==> src/rtl/spi_slave_core_pkg.sv <==
// Shared types and constants for the SPI responder core.
package spi_slave_core_pkg;

  typedef enum logic {
    S_IDLE   = 1'b0,
    S_ACTIVE = 1'b1
  } spiState_t;

  // Levels the pin synchronizers settle to while held in reset.
  localparam logic SCLK_RESET_LEVEL = 1'b0;
  localparam logic CS_RESET_LEVEL   = 1'b1;
  localparam logic MOSI_RESET_LEVEL = 1'b0;

  // Replicates the byte-wide fill pattern so any word length up to 32 can slice it.
  function automatic logic [31:0] replicateFill(input logic [7:0] fill);
    return {4{fill}};
  endfunction

endpackage

==> src/rtl/spi_slave_core_in_sync.sv <==
// Pin synchronizer: two metastability flops, then a delay flop for edge detection.
module spi_slave_core_in_sync
  import spi_slave_core_pkg::*;
#(
  parameter logic RESET_VAL = MOSI_RESET_LEVEL
) (
  input  logic i_clk,
  input  logic i_rst_n,
  input  logic i_clear,
  input  logic i_pin,
  output logic o_level,
  output logic o_rise,
  output logic o_fall
);

  logic r_meta;
  logic r_sync;
  logic r_dly;

  // Bring the asynchronous pin into the clock domain and keep one older copy.
  always_ff @(posedge i_clk or negedge i_rst_n) begin
    if (!i_rst_n) begin
      r_meta <= RESET_VAL;
      r_sync <= RESET_VAL;
      r_dly  <= RESET_VAL;
    end else if (i_clear) begin
      r_meta <= RESET_VAL;
      r_sync <= RESET_VAL;
      r_dly  <= RESET_VAL;
    end else begin
      r_meta <= i_pin;
      r_sync <= r_meta;
      r_dly  <= r_sync;
    end
  end

  assign o_level = r_sync;
  assign o_rise  = r_sync & ~r_dly;
  assign o_fall  = ~r_sync & r_dly;

endmodule

==> src/rtl/spi_slave_core.sv <==
// SPI responder: oversampled pins, CPOL/CPHA edge mapping, shift registers and TX holding register.
module spi_slave_core
  import spi_slave_core_pkg::*;
#(
  parameter int         DW        = 8,
  parameter bit         LSB_FIRST = 1'b0,
  parameter logic [7:0] TX_FILL   = 8'hFF
) (
  input  logic          sysclk,
  input  logic          rst_n,
  input  logic          enable,
  input  logic          CPOL,
  input  logic          CPHA,
  input  logic          sclk_i,
  input  logic          cs_n_i,
  input  logic          mosi_i,
  output logic          miso_o,
  output logic          miso_oe,
  input  logic [DW-1:0] tx_data,
  input  logic          tx_valid,
  output logic          tx_ready,
  output logic [DW-1:0] rx_data,
  output logic          rx_valid,
  output logic          tx_underrun,
  output logic          busy
);

  localparam int             CW        = $clog2(DW);
  localparam logic [31:0]    FILL32    = replicateFill(TX_FILL);
  localparam logic [DW-1:0]  FILL_WORD = FILL32[DW-1:0];
  localparam logic [CW-1:0]  LAST_BIT  = CW'(DW - 1);

  logic w_clear;
  logic w_sclkLevel, w_sclkRise, w_sclkFall;
  logic w_csLevel, w_csRise, w_csFall;
  logic w_mosi, w_mosiRise, w_mosiFall;
  logic w_leadEdge, w_trailEdge, w_sampleEdge, w_shiftEdge;
  logic w_unusedSync;

  spiState_t r_state;
  spiState_t w_nextState;
  logic      w_doLoad;
  logic      w_doShift;
  logic      w_doSample;

  logic [CW-1:0] r_bitCnt;
  logic [DW-1:0] r_rxShift;
  logic [DW-1:0] r_rxData;
  logic          r_rxValid;
  logic [DW-1:0] r_txShift;
  logic          r_miso;
  logic          r_txUnderrun;
  logic [DW-1:0] r_txBuf;
  logic          r_txReady;

  logic [DW-1:0] w_loadWord;
  logic          w_loadBit;
  logic [DW-1:0] w_txRot;
  logic          w_shiftBit;
  logic [DW-1:0] w_rxNext;

  assign w_clear = ~enable;

  spi_slave_core_in_sync #(.RESET_VAL(SCLK_RESET_LEVEL)) u_syncSclk (
    .i_clk(sysclk), .i_rst_n(rst_n), .i_clear(w_clear), .i_pin(sclk_i),
    .o_level(w_sclkLevel), .o_rise(w_sclkRise), .o_fall(w_sclkFall)
  );

  spi_slave_core_in_sync #(.RESET_VAL(CS_RESET_LEVEL)) u_syncCs (
    .i_clk(sysclk), .i_rst_n(rst_n), .i_clear(w_clear), .i_pin(cs_n_i),
    .o_level(w_csLevel), .o_rise(w_csRise), .o_fall(w_csFall)
  );

  spi_slave_core_in_sync #(.RESET_VAL(MOSI_RESET_LEVEL)) u_syncMosi (
    .i_clk(sysclk), .i_rst_n(rst_n), .i_clear(w_clear), .i_pin(mosi_i),
    .o_level(w_mosi), .o_rise(w_mosiRise), .o_fall(w_mosiFall)
  );

  // Synchronizer taps and shift-register bits that the datapath does not read.
  assign w_unusedSync = ^{w_sclkLevel, w_csLevel, w_mosiRise, w_mosiFall, r_rxShift};

  // Leading edge leaves the idle level; CPHA picks which edge samples and which shifts.
  assign w_leadEdge   = CPOL ? w_sclkFall : w_sclkRise;
  assign w_trailEdge  = CPOL ? w_sclkRise : w_sclkFall;
  assign w_sampleEdge = CPHA ? w_trailEdge : w_leadEdge;
  assign w_shiftEdge  = CPHA ? w_leadEdge : w_trailEdge;

  // An empty holding register means the load sends the fill pattern instead.
  assign w_loadWord = r_txReady ? FILL_WORD : r_txBuf;
  assign w_loadBit  = LSB_FIRST ? w_loadWord[0] : w_loadWord[DW-1];
  assign w_txRot    = LSB_FIRST ? {r_txShift[0], r_txShift[DW-1:1]}
                                : {r_txShift[DW-2:0], r_txShift[DW-1]};
  assign w_shiftBit = LSB_FIRST ? r_txShift[1] : r_txShift[DW-2];
  assign w_rxNext   = LSB_FIRST ? {w_mosi, r_rxShift[DW-1:1]}
                                : {r_rxShift[DW-2:0], w_mosi};

  // State register.
  always_ff @(posedge sysclk or negedge rst_n) begin
    if (!rst_n) begin
      r_state <= S_IDLE;
    end else if (w_clear) begin
      r_state <= S_IDLE;
    end else begin
      r_state <= w_nextState;
    end
  end

  // Next state plus the per-cycle load / shift / sample decisions.
  always_comb begin
    w_nextState = r_state;
    w_doLoad    = 1'b0;
    w_doShift   = 1'b0;
    w_doSample  = 1'b0;
    case (r_state)
      S_IDLE: begin
        if (w_csFall) begin
          w_nextState = S_ACTIVE;
          w_doLoad    = ~CPHA;
        end
      end
      S_ACTIVE: begin
        if (w_csRise) begin
          w_nextState = S_IDLE;
        end else begin
          w_doSample = w_sampleEdge;
          if (w_shiftEdge) begin
            if (r_bitCnt == {CW{1'b0}}) begin
              w_doLoad = 1'b1;
            end else begin
              w_doShift = 1'b1;
            end
          end
        end
      end
      default: w_nextState = S_IDLE;
    endcase
  end

  // Bit counter, receive assembly, transmit shifting and the registered MISO bit.
  always_ff @(posedge sysclk or negedge rst_n) begin
    if (!rst_n) begin
      r_bitCnt     <= '0;
      r_rxShift    <= '0;
      r_rxData     <= '0;
      r_rxValid    <= 1'b0;
      r_txShift    <= '0;
      r_miso       <= 1'b0;
      r_txUnderrun <= 1'b0;
    end else if (w_clear) begin
      r_bitCnt     <= '0;
      r_rxShift    <= '0;
      r_rxData     <= '0;
      r_rxValid    <= 1'b0;
      r_txShift    <= '0;
      r_miso       <= 1'b0;
      r_txUnderrun <= 1'b0;
    end else begin
      r_rxValid    <= 1'b0;
      r_txUnderrun <= 1'b0;
      if (w_nextState == S_IDLE) begin
        r_bitCnt <= '0;
        r_miso   <= 1'b0;
      end else begin
        if (w_doSample) begin
          r_rxShift <= w_rxNext;
          if (r_bitCnt == LAST_BIT) begin
            r_rxData  <= w_rxNext;
            r_rxValid <= 1'b1;
            r_bitCnt  <= '0;
          end else begin
            r_bitCnt <= r_bitCnt + CW'(1);
          end
        end
        if (w_doLoad) begin
          r_txShift    <= w_loadWord;
          r_miso       <= w_loadBit;
          r_txUnderrun <= r_txReady;
        end else if (w_doShift) begin
          r_txShift <= w_txRot;
          r_miso    <= w_shiftBit;
        end
      end
    end
  end

  // TX holding register; only a true reset discards the buffered word itself.
  always_ff @(posedge sysclk or negedge rst_n) begin
    if (!rst_n) begin
      r_txBuf   <= '0;
      r_txReady <= 1'b1;
    end else if (w_clear) begin
      r_txReady <= 1'b1;
    end else if (tx_valid && r_txReady) begin
      r_txBuf   <= tx_data;
      r_txReady <= 1'b0;
    end else if (w_doLoad && !r_txReady) begin
      r_txReady <= 1'b1;
    end
  end

  assign busy        = (r_state == S_ACTIVE);
  assign miso_oe     = busy;
  assign miso_o      = r_miso & busy;
  assign tx_ready    = r_txReady;
  assign rx_data     = r_rxData;
  assign rx_valid    = r_rxValid;
  assign tx_underrun = r_txUnderrun;

endmodule

==> config.mk <==
export PLATFORM = sky130hd
export DESIGN_NAME = spi_slave_core
export DESIGN_NICKNAME = d
export VERILOG_FILES = /design/src/rtl/spi_slave_core_pkg.sv /design/src/rtl/spi_slave_core_in_sync.sv /design/src/rtl/spi_slave_core.sv
export SDC_FILE = /design/constraint.sdc
export NUM_CORES = 1
export LEC_CHECK = 0
export BUFFER_PORTS_ARGS = -buffer_cell sky130_fd_sc_hd__buf_2
export CAP_MARGIN = 20
export CORE_ASPECT_RATIO = 0.7
export CORE_MARGIN = 2
export CORE_UTILIZATION = 30
export DETAILED_ROUTE_END_ITERATION = 6
export GPL_TIMING_DRIVEN = 0
export HOLD_SLACK_MARGIN = 0.12
export PLACE_DENSITY_LB_ADDON = 0.12
export SKIP_CTS_REPAIR_TIMING = 1
export SLEW_MARGIN = 30
export SYNTH_ARGS = -nofsm -noshare
export SYNTH_HDL_FRONTEND = slang
export SYNTH_SLANG_ARGS = --single-unit
==> constraint.sdc <==
create_clock -name sysclk -period 2.1 [get_ports sysclk]
set_clock_uncertainty 0.2 [all_clocks]
set_input_delay 0.21 -clock sysclk [delete_from_list [all_inputs] [get_ports sysclk]]
set_output_delay 0.21 -clock sysclk [all_outputs]
set_load 0.1 [all_outputs]
# [After elaboration in Yosys (flattened, before gate mapping)]
# Cells that the tools add are included.
[op_classes] addsub=1 n_reduce_logical=8 muxes=57 bitwise=11 n_eq_ne=8
[ops] operator="$mux 8" n=9
[ops] operator="$mux 1" n=39
[ops] operator="$mux 7" n=3
[ops] operator="$mux 3" n=4
[ops] operator="$ne 2x1->1 const B" n=3
[ops] operator="$ne 3x1->1 const B" n=2
[ops] operator="$not 1->1" n=6
[ops] operator="$reduce_and 2->1" n=3
[ops] operator="$and 1x1->1" n=5
[ops] operator="$ne 4x2->1 const B" n=1
[ops] operator="$pmux 1 s2" n=2
[ops] operator="$add 3x1->3 const B" n=1
[ops] operator="$eq 3x3->1 const B" n=1
[ops] operator="$logic_not 3->1" n=1
[ops] operator="$ne 3x2->1 const B" n=1
[ops] operator="$reduce_and 3->1" n=1
[ops] operator="$logic_and 1x1->1" n=2
[ops] operator="$logic_not 1->1" n=1
[totals] regBits=47 out_inout_bits=14

# [Depth between registers and ports, before layout]
# Gate-level depths: netlist (run 1).
[logic_depth] word_depth=11 depth_mapped=7 mapped_depth_nobuf=7

# [Modules after synthesis]
# A second synthesis (run 1) with hierarchy kept.
[unflattened] hier_cells=174 hier_area_um2=2127.0
[modules_own_cells] mod="spi_slave_core" seq_area_each_um2=977.2 cells_each=150 area_each_um2=1804.2 n_inst=1
[modules_own_cells] mod="spi_slave_core_in_sync (u_syncMosi ...)" seq_area_each_um2=75.1 cells_each=8 area_each_um2=106.4 n_inst=2
[modules_own_cells] mod="spi_slave_core_in_sync (u_syncCs)" seq_area_each_um2=78.8 cells_each=8 area_each_um2=110.1 n_inst=1

# [Least setup slack after synthesis (run 1)]
# Ideal clock, no wire load.
[synth_path] path_kind="register to register" startpoint="register r_state (netlist: busy)" endpoint="register r_miso" path_slack_ps=-373 setup_time_ps=120 stages_incl_launch_ff=7 arrival_ps=2152 cell_sequence="dfrtp_1 > or4b_4 > buf_6 > nor2_8 > a31oi_4 > o2111a_1 > a41o_1"
[synth_between] elab_chain_cells=5 elab_cells_between_ends=8 cone_classes="1 x eq/ne; 6 x mux; 1 x bitwise"
[synth_rtl] item="start: declaration" line_no="spi_slave_core.sv:40" rtl="spiState_t r_state;"
[synth_rtl] item="start signal: assignment" line_no="spi_slave_core.sv:104" rtl="r_state <= w_nextState;"
[synth_rtl] item="$not 1->1"
[synth_rtl] item="$pmux 1 s2" line_no="spi_slave_core.sv:114" rtl="case (r_state)"
[synth_rtl] item="$mux 1" line_no="spi_slave_core.sv:174" rtl="if (w_doLoad) begin"
[synth_rtl] item="$mux 1" line_no="spi_slave_core.sv:160" rtl="if (w_nextState == S_IDLE) begin"
[synth_rtl] item="$mux 1" line_no="spi_slave_core.sv:149" rtl="end else if (w_clear) begin"
[synth_rtl] item="end signal: assignment" line_no="spi_slave_core.sv:176" rtl="r_miso <= w_loadBit;"
[synth_rtl] item="end signal: assignment" line_no="spi_slave_core.sv:180" rtl="r_miso <= w_shiftBit;"
[synth_rtl] item="end: declaration" line_no="spi_slave_core.sv:51" rtl="logic r_miso;"
# Parallel ways exist; a longest one is shown, timed or not.
# A chain may end at the register's enable or synchronous reset.

# [Worst setup path after layout (run 1)]
# Same ends and word-level chain as after synthesis.

==> flow_summary.ini, run 1 <==
[logic_synthesis]
ys_seq_elements = 47
synth_cell_types = 31
synthCells = 185
synth-seq-area-share_pct = 56.2
syn_avg_cell_area_um2 = 11.4
synth_top_area_share_pct = 51.2
syn_nets = 205
synth_top_cells_by_area = dfrtp_1 (51%), mux2i_1 (5.2%), dfstp_2 (5.0%)
synth_area_leader_cell = dfrtp_1
yosys_warnings = 0
synthesis.area_um2 = 2100

[pwr]
power_frac_comb_pct = 11.1
p_clk_share_pct = 31.7
ir_worst_vdd_mv = 0.247
swShare_pct = 26.1
intPower_uw = 1280
switchingPower_uw = 453
p_leak_uw = 0.00125
seqPwrFrac_pct = 57.1
powerDensity_nw_per_um2 = 665

[critical_path]
max_stage_delay_ps = 600
cp_cell_sequence = or4b_4 > nor2_8 > a31oi_4 > o2111a_1 > a41o_1
critPathLaunchType = register
slowest_stage = or4b_4
crit_path_end_kind = register
crit_arrival_ps = 2100
critPathRequiredTime_ps = 2080
cpLargestDelayFamily = simple AND/OR/NAND/NOR gates
cp_max_fo = 7
critical_path_class = reg -> reg
critPathBufInv = 0

[floorplanning]
chipWidth_um = 104
die_h_um = 74.0
core_region_area_um2 = 6760
start_util_pct = 31.1
boundaryPins = 31
num_rows = 25
die_area_um2 = 7700

[sta]
worst_pin_slew_ps = 595
final_max_slew_viol_count = 0
setup_violations = 2
finalCritPeriodShare_pct = 101
rsz0062_at_grt = true
fin_crit_ps = 2120
hold_viol_final = 0
setup_tns_ps = -25.5
fmax_ghz = 0.472
slew_headroom_pct = 60.3
setup_ws_ps = -19.2

[run_status]
violations = negative setup slack
status = finished with violations

[cells_and_area]
nFillCells = 713
num_antenna_cells = 0
seq_area_um2 = 1180
area_growth_pct = 24.4
multi_input_area_um2 = 822
drive_gt1_share_pct = 25.9
fin_nets = 258
utilization_pct = 38.7

[global_route]
grt_first_pass_wirelength_mm = 7.30
overflow = 0
grt_util_met3_pct = 3.33
busiest_layer = met1
use_met2_pct = 14.9
grt_use_met1_pct = 20.1
grt.total_usage_pct = 12.3
grt_max_degree = 48
grt_pass1_vias = 1374
antenna_found_initial = 0

[cts]
numCtsBuffers = 5
clk_latency_ps = 300
cts-root-buf = clkbuf_8
cts-htree-levels = 2
clock_sinks = 47
cts_tree = yes
cts_buffer_depth = 2
clk_pin_slew_worst_paths_ps = 80

[detailed_routing]
ant_nets = 0
viasPerCell = 4.43
drc = 0
first_pass_iters = 4
routedWlPerCell_um = 13.1
finalWirelength_mm = 4.37
drtIter0Drc = 95
vias = 1476

[run]
drv_cap = 0

[worst_hold_path]
hold_class = in -> reg

[place]
post-dp-hpwl_mm = 2.93
io_buffer_count = 30
gp_congestion = 0.695
## sequential cells by signal, summed over array words and instances (netlist names)
register and cells:
busy 1, r_bitCnt 3, r_miso 1, r_rxShift 7, r_txBuf 8, r_txShift 8
rx_data 8, rx_valid 1, tx_ready 1, tx_underrun 1, u_syncCs.o_level 1, u_syncCs.r_dly 1
u_syncCs.r_meta 1, u_syncMosi.o_level 1, u_syncMosi.r_meta 1, u_syncSclk.o_level 1, u_syncSclk.r_dly 1, u_syncSclk.r_meta 1
## synth_stat cells
| library cell | number |
|---|---|
| a21o_1 | 1 |
| a31oi_4 | 1 |
| a41o_1 | 2 |
| and2_1 | 7 |
| and3_1 | 1 |
| buf_4 | 3 |
| buf_6 | 1 |
| clkbuf_1 | 6 |
| dfrtp_1 | 43 |
| dfstp_2 | 4 |
| ha_1 | 3 |
| inv_1 | 11 |
| maj3_1 | 1 |
| mux2_2 | 9 |
| mux2i_1 | 11 |
| nand2_1 | 14 |
| nand2b_1 | 3 |
| nand3_1 | 3 |
| nand4_1 | 8 |
| nor2_1 | 20 |
| nor2_8 | 1 |
| nor2b_1 | 10 |
| nor4b_1 | 1 |
| o2111a_1 | 1 |
| o211a_1 | 1 |
| o21a_1 | 1 |
| o21ai_1 | 8 |
| o31a_1 | 1 |
| o32ai_1 | 7 |
| or4b_4 | 1 |
| xor2_1 | 1 |
## worst reg2reg max path: stages (launching register included)
cell and delay (ps):
dfrtp_4 500, or4b_4 600, nor2_8 140, a31oi_4 50
o2111a_1 300, a41o_1 220
## metal layers
layer | wire (um) | part of all wire [%]
met1 | 2520 | 58
met2 | 1660 | 38
met3 | 151 | 3.5
met4 | 34 | 0.78
met5 | 0 | 0
## area by class of cell
cell class	instances	area share [%]
inverter	11	1.58
clock buffer	6	2.78
multi-input combinational	117	31.5
buffer	9	1.87
timing repair buffer	47	11.9
clock inverter	2	0.622
tap	94	4.50
sequential	47	45.3
## logic make-up after synthesis
logic type / after synthesis / synth area share, %
AO/OA/AOI/OAI: 23 / 8.93
buffers and inverters: 21 / 4.65
AND/OR/NAND/NOR: 69 / 17.5
multiplexers: 20 / 10.1
XOR/XNOR: 1 / 0.417
flip-flops: 47 / 56.2
adder cells (fa/ha/maj): 4 / 2.26
## power groups by stage
stage / Sequential [uW] / Combinational (uW) / Clock (uW)
6_report: 992 / 193 / 551
5_1_grt: 1000 / 214 / 618
4_1_cts: 993 / 178 / 579
3_5_place_dp: 1010 / 177 / 0
3_3_place_gp: 1010 / 175 / 0
2_1_floorplan: 1020 / 96.2 / 0
## final timing paths
| check | end | depth (start not counted) | startpoint | slack, ps |
|---|---|---|---|---|
| min in group asynchronous | r_rxShift[4] | 2 | rst_n | 250 |
| worst max-delay path | r_miso | 5 | busy | -20 |
| worst max register to register | r_miso | 5 | busy | -20 |
| worst min-delay path | tx_underrun | 3 | CPHA | 160 |
| max in group asynchronous | busy | 2 | rst_n | 980 |
| worst min register to register | u_syncSclk.o_level | 1 | u_syncSclk.r_meta | 260 |
## placed cells by master (no fill, tap or decap), types with 2 or more instances in the layout
cell type	Yosys	final
nor2b_1	10	10
nand3_1	3	3
clkbuf_1	6	7
buf_4	3	8
nand2_1	14	14
dfrtp_1	43	42
and2_1	7	7
a41o_1	2	2
nand2b_1	3	3
nor2_1	20	20
mux2_2	9	9
nand4_1	8	8
o21ai_1	8	8
clkbuf_8	0	5
o32ai_1	7	7
buf_2	0	29
dlygate4sd3_1	0	12
mux2i_1	11	11
inv_1	11	11
ha_1	3	3
dfstp_2	4	4
## stage by stage
stage               setup slack (ps)  total power (uW)  hold slack (ps)  std cells  area [um^2]
floorplan                       -121              1120             -286        185         2100
global placement               -62.9              1180              215        309         2370
detailed placement             -58.1              1190             66.4        309         2370
CTS                            -75.8              1750             -267        317         2460
global route                   -70.8              1830              165        333         2610
finish                         -19.2              1740              158        333         2610
(Power assumes the default switching activity.)
==> run 2: changes to the inputs <==
Settings changed: CORE_UTILIZATION 30 to 50, GPL_ROUTABILITY_DRIVEN set to 0.
==> run 2 against run 1 <==
Against the previous run: clock power increased by 23%; count of clock-buffer cells in the layout unchanged; fmax increased by 2.3%; the flow now finishes without violations; wire length decreased by 7.5%; final area decreased by 0.86%; global-route usage increased by 6.7 points; flip-flop and latch count unchanged; critical path depth unchanged; largest cell class unchanged; via count increased by 1.8%; first-iteration DRC count increased by 19%; setup slack improved by 49 ps; die area decreased by 38%.
==> flow_summary.ini, run 2 (synthesis gave the netlist of run 1 again) <==
[run_status]
status = finished, final reports clean

[floorplanning]
die_h_um = 58.2
core_region_area_um2 = 3970
chipWidth_um = 81.5
num_rows = 19
boundaryPins = 31
die_area_um2 = 4740
start_util_pct = 52.9

[sta]
fmax_ghz = 0.483
worst_pin_slew_ps = 569
finalCritPeriodShare_pct = 98.6
fin_crit_ps = 2070
setup_tns_ps = 0
slew_headroom_pct = 62.1
setup_violations = 0
hold_viol_final = 0
rsz0062_at_grt = true
setup_ws_ps = 29.4
final_max_slew_viol_count = 0

[cells_and_area]
layout_commonest_cell = dfrtp_1
multi_input_area_um2 = 831
fin_nets = 257
fin_area_um2 = 2590
num_antenna_cells = 0
area_growth_pct = 23.3
seq_area_um2 = 1180
nFillCells = 318
drive_gt1_share_pct = 26.9
utilization_pct = 65.3
final_cell_mix = dfrtp_1 (42), buf_2 (29), nor2_1 (20), nand2_1 (14), dlygate4sd3_1 (12)

[detailed_routing]
drtIter0Drc = 113
vias = 1502
wl_met2_mm = 1.72
maxUsedRoutingLayer = met4
routedWlPerCell_um = 13.9
dr_wl_met3_um = 163
ant_nets = 0
drc = 0
finalWirelength_mm = 4.04
viasPerCell = 5.18
wl_met1_mm = 2.12
first_pass_iters = 4

[critical_path]
crit_path_end_kind = register
max_stage_delay_ps = 550
setup.worst_path.start = u_syncCs.r_dly
rr_startpoint = u_syncCs.r_dly
slowest_stage = dfstp_2
critPathRequiredTime_ps = 2090
critPathLaunchType = register
cp_cell_sequence = or4b_4 > nor2_8 > a31oi_4 > o2111a_1 > a41o_1
crit_arrival_ps = 2060
cp_max_fo = 5
critical_path_class = reg -> reg

[cts]
cts-htree-levels = 2
cts_tree = yes
clk_pin_slew_worst_paths_ps = 90
cts-root-buf = clkbuf_8
cts_buffer_depth = 2
numCtsBuffers = 5
clk_latency_ps = 300
clock_sinks = 47

[place]
post-dp-hpwl_mm = 2.79
post-place-ws_ps = -13.1
place_area_um2 = 2320
io_buffer_count = 30

[global_route]
overflow = 0
grt.total_usage_pct = 19.0
grt_pass1_vias = 1420
antenna_found_initial = 0
grt_max_degree = 48
grt_first_pass_wirelength_mm = 6.69

[pwr]
power_uw = 1860
p_leak_uw = 0.00127
ir_worst_vdd_mv = 0.490
powerDensity_nw_per_um2 = 718

[worst_hold_path]
hold_class = in -> reg
min-delay-start = CPHA

[run]
drv_cap = 0
-- run 2: changes by cell type in the layout (fill, tap and decap cells not counted) --
cell | previous run | this run
buf_4 | 8 | 7
bufinv_16 | 0 | 1
clkbuf_1 | 7 | 6
clkbuf_8 | 5 | 6
clkinv_2 | 0 | 1
clkinvlp_4 | 1 | 0
inv_6 | 1 | 0
nor2b_1 | 10 | 9
nor2b_2 | 0 | 1
nor4b_1 | 1 | 0
nor4b_2 | 0 | 1
-- run 2: per-layer routing --
metal / global-route usage [%] / vias to the layer above
li1: - / 738
met1: 28.9 / 726
met2: 26.0 / 32
met3: 4.98 / 6
met4: 7.02 / 0
met5: 0 / -
-- run 2: where the power goes --
part           switching (uW)  leakage, uW  total [uW]  internal [uW]
sequential               33.1     0.000618         992            959
combinational             107     0.000587         193           85.4
clock                     291    0.0000612         676            385
total                     432      0.00127        1860           1430
-- run 2: path summary, 6_finish.rpt --
kind	end	slack, ps	depth (start not counted)
worst max-delay path	r_txShift[7]	30	5
worst max register to register	r_txShift[7]	30	5
worst min register to register	u_syncMosi.o_level	270	1
min in group asynchronous	rx_data[1]	250	2
worst min-delay path	tx_underrun	140	3
max in group asynchronous	busy	1020	2
-- run 2: cell type report --
type | instances | area share [%]
flip-flops and latches | 47 | 45.7
multi-input cells | 117 | 32.1
repair buffers | 46 | 11.7
clock buffers | 6 | 3.19
well taps | 52 | 2.51
plain buffers | 9 | 1.88
inverters | 11 | 1.59
clock inverters | 2 | 1.35
-- run 2: through the flow --
| step | instances | hold slack [ps] |
|---|---|---|
| floorplan | 185 | -286 |
| global placement | 267 | 209 |
| detailed placement | 267 | 48.6 |
| CTS | 275 | -282 |
| global route | 290 | 164 |
| finish | 290 | 141 |
-- run 2: worst max-delay path, delay by kind of cell (launching register included) --
kind | cells | cell delay [ps]
AO/OA/AOI/OAI | 3 | 540
AND/OR/NAND/NOR | 2 | 670
flip-flops | 1 | 550
==> run 3: changes to the inputs <==
Settings changed: CORE_UTILIZATION 50 to 56.
Clock period 2.1 ns to 2.3 ns, I/O delays scaled along.
==> run 3 against run 2 <==
Against the previous run: cell count is 1.7% lower; count of clock-buffer cells in the layout is 2 higher; setup slack better by 140 ps; via count is 0.47% higher; clock power is 30% lower; fmax is 2.8% lower; largest power group unchanged; combinational power is 9.8% lower; hold slack better by 23 ps; critical path type unchanged; non-clock buffer count is 3 lower; power is 17% lower; die area is 10% lower; core utilization is 5.5 points higher.
==> flow_summary.ini, run 3 (synthesis gave the netlist of run 1 again) <==
[detailed_routing]
finalWirelength_mm = 4.10
first_pass_iters = 4
vias = 1509
routedWlPerCell_um = 14.4
ant_nets = 0
drtIter0Drc = 90
drc = 0
viasPerCell = 5.29

[cells_and_area]
layout_commonest_cell = dfrtp_1
fin_nets = 254
final_cells = 285
drive_gt1_share_pct = 23.8
num_antenna_cells = 0
area_growth_pct = 19.8
seq_area_um2 = 1180
final_cell_mix = dfrtp_1 (42), buf_2 (29), nor2_1 (20), nand2_1 (14), dlygate4sd3_1 (12)
multi_input_area_um2 = 822
nFillCells = 298

[cts]
cts_tree = yes
cts-root-buf = clkbuf_8
cts_buffer_depth = 2
clk_pin_slew_worst_paths_ps = 80
clk_latency_ps = 300
numCtsBuffers = 5
cts-htree-levels = 2
clock_sinks = 47

[pwr]
switchingPower_uw = 386
intPower_uw = 1170
ir_worst_vdd_mv = 0.415
p_leak_uw = 0.00123
power_frac_comb_pct = 11.2
p_clk_share_pct = 30.3
seqPwrFrac_pct = 58.5
powerDensity_nw_per_um2 = 617
swShare_pct = 24.9

[place]
post-dp-hpwl_mm = 2.96
io_buffer_count = 30
dp_cells = 265

[critical_path]
critPathLaunchType = register
crit_path_end_kind = register
critical_path_class = reg -> reg
regToRegSetupSlack_ps = 170
cpLargestDelayFamily = flip-flops
crit_arrival_ps = 2120
critPathRequiredTime_ps = 2290
cp_cell_sequence = or4b_4 > buf_6 > nor2_8 > a31oi_4 > o2111a_1 > a41o_1
cp_max_fo = 8
slowest_stage = dfstp_2
max_stage_delay_ps = 560
critPathBufInv = 1

[sta]
slew_headroom_pct = 61.8
setup_tns_ps = 0
hold_viol_final = 0
fmax_ghz = 0.469
final_max_slew_viol_count = 0
rsz0062_at_grt = false
fin_crit_ps = 2130
setup_violations = 0
worst_pin_slew_ps = 573
finalCritPeriodShare_pct = 92.6

[floorplanning]
chipWidth_um = 77.2
boundaryPins = 31
core_region_area_um2 = 3560
start_util_pct = 59.0
die_h_um = 55.2
num_rows = 18
die_area_um2 = 4270

[run]
drv_cap = 0

[global_route]
grt_first_pass_wirelength_mm = 7.04
overflow = 0
antenna_found_initial = 0
grt.total_usage_pct = 20.9
grt_max_degree = 48
grt_pass1_vias = 1510

[run_status]
status = finished, final reports clean

[worst_hold_path]
hold_class = in -> reg
[run 3: changes by cell type in the layout (fill, tap and decap cells not counted), sizes merged]
cell | before | now
buf | 37 | 34
clkbuf | 12 | 14
clkinv | 1 | 0
bufinv | 1 | 0
[run 3: metal layers]
metal / up-vias / track usage, % / wire, um
li1: 734 / - / -
met1: 734 / 29.9 / 1930
met2: 33 / 31.9 / 1910
met3: 8 / 4.90 / 189
met4: 0 / 6.63 / 68
met5: - / 0 / 0
[run 3: power by group through the flow]
| stage | sequential, uW | clock, uW | combinational (uW) |
|---|---|---|---|
| floorplan | 935 | 0 | 87.8 |
| global placement | 919 | 0 | 153 |
| detailed placement | 924 | 0 | 161 |
| CTS | 908 | 477 | 161 |
| global route | 915 | 513 | 191 |
| finish | 909 | 471 | 174 |
[run 3: final timing paths]
path	endpoint	start	cells after the start
setup / recovery	r_txShift[7]	u_syncCs.r_dly	6
hold / removal	tx_underrun	CPHA	3
setup reg to reg	r_txShift[7]	u_syncCs.r_dly	6
hold reg to reg	u_syncSclk.o_level	u_syncSclk.r_meta	1
max in group asynchronous	busy	rst_n	2
min in group asynchronous	r_rxShift[0]	rst_n	2
[run 3: area by class of cell]
| class | count | area share [%] |
|---|---|---|
| tap | 50 | 2.49 |
| buffer | 10 | 2.24 |
| sequential | 47 | 47.0 |
| multi-input combinational | 117 | 32.7 |
| clock buffer | 8 | 3.18 |
| inverter | 11 | 1.64 |
| timing repair buffer | 42 | 10.8 |
[run 3: worst reg2reg max path, delay by kind of cell (launching register included)]
| family | cells | cell delay (ps) |
|---|---|---|
| and+or+nand+nor | 2 | 550 |
| AOI/OAI and AO/OA | 3 | 560 |
| DFF | 1 | 560 |
| buffers and inverters | 1 | 160 |
[run 3: stage by stage]
stage / area (um^2) / worst slack (ps) / util (%) / power [uW] / hold WS, ps
global route: 2520 / 115 / 70.7 / 1620 / 175
finish: 2520 / 170 / 70.7 / 1550 / 164
global placement: 2310 / 219 / 65.0 / 1070 / 229
CTS: 2400 / 166 / 67.4 / 1550 / -252
detailed placement: 2320 / 174 / 65.1 / 1090 / 68.3
floorplan: 2100 / 57.8 / - / 1020 / -266
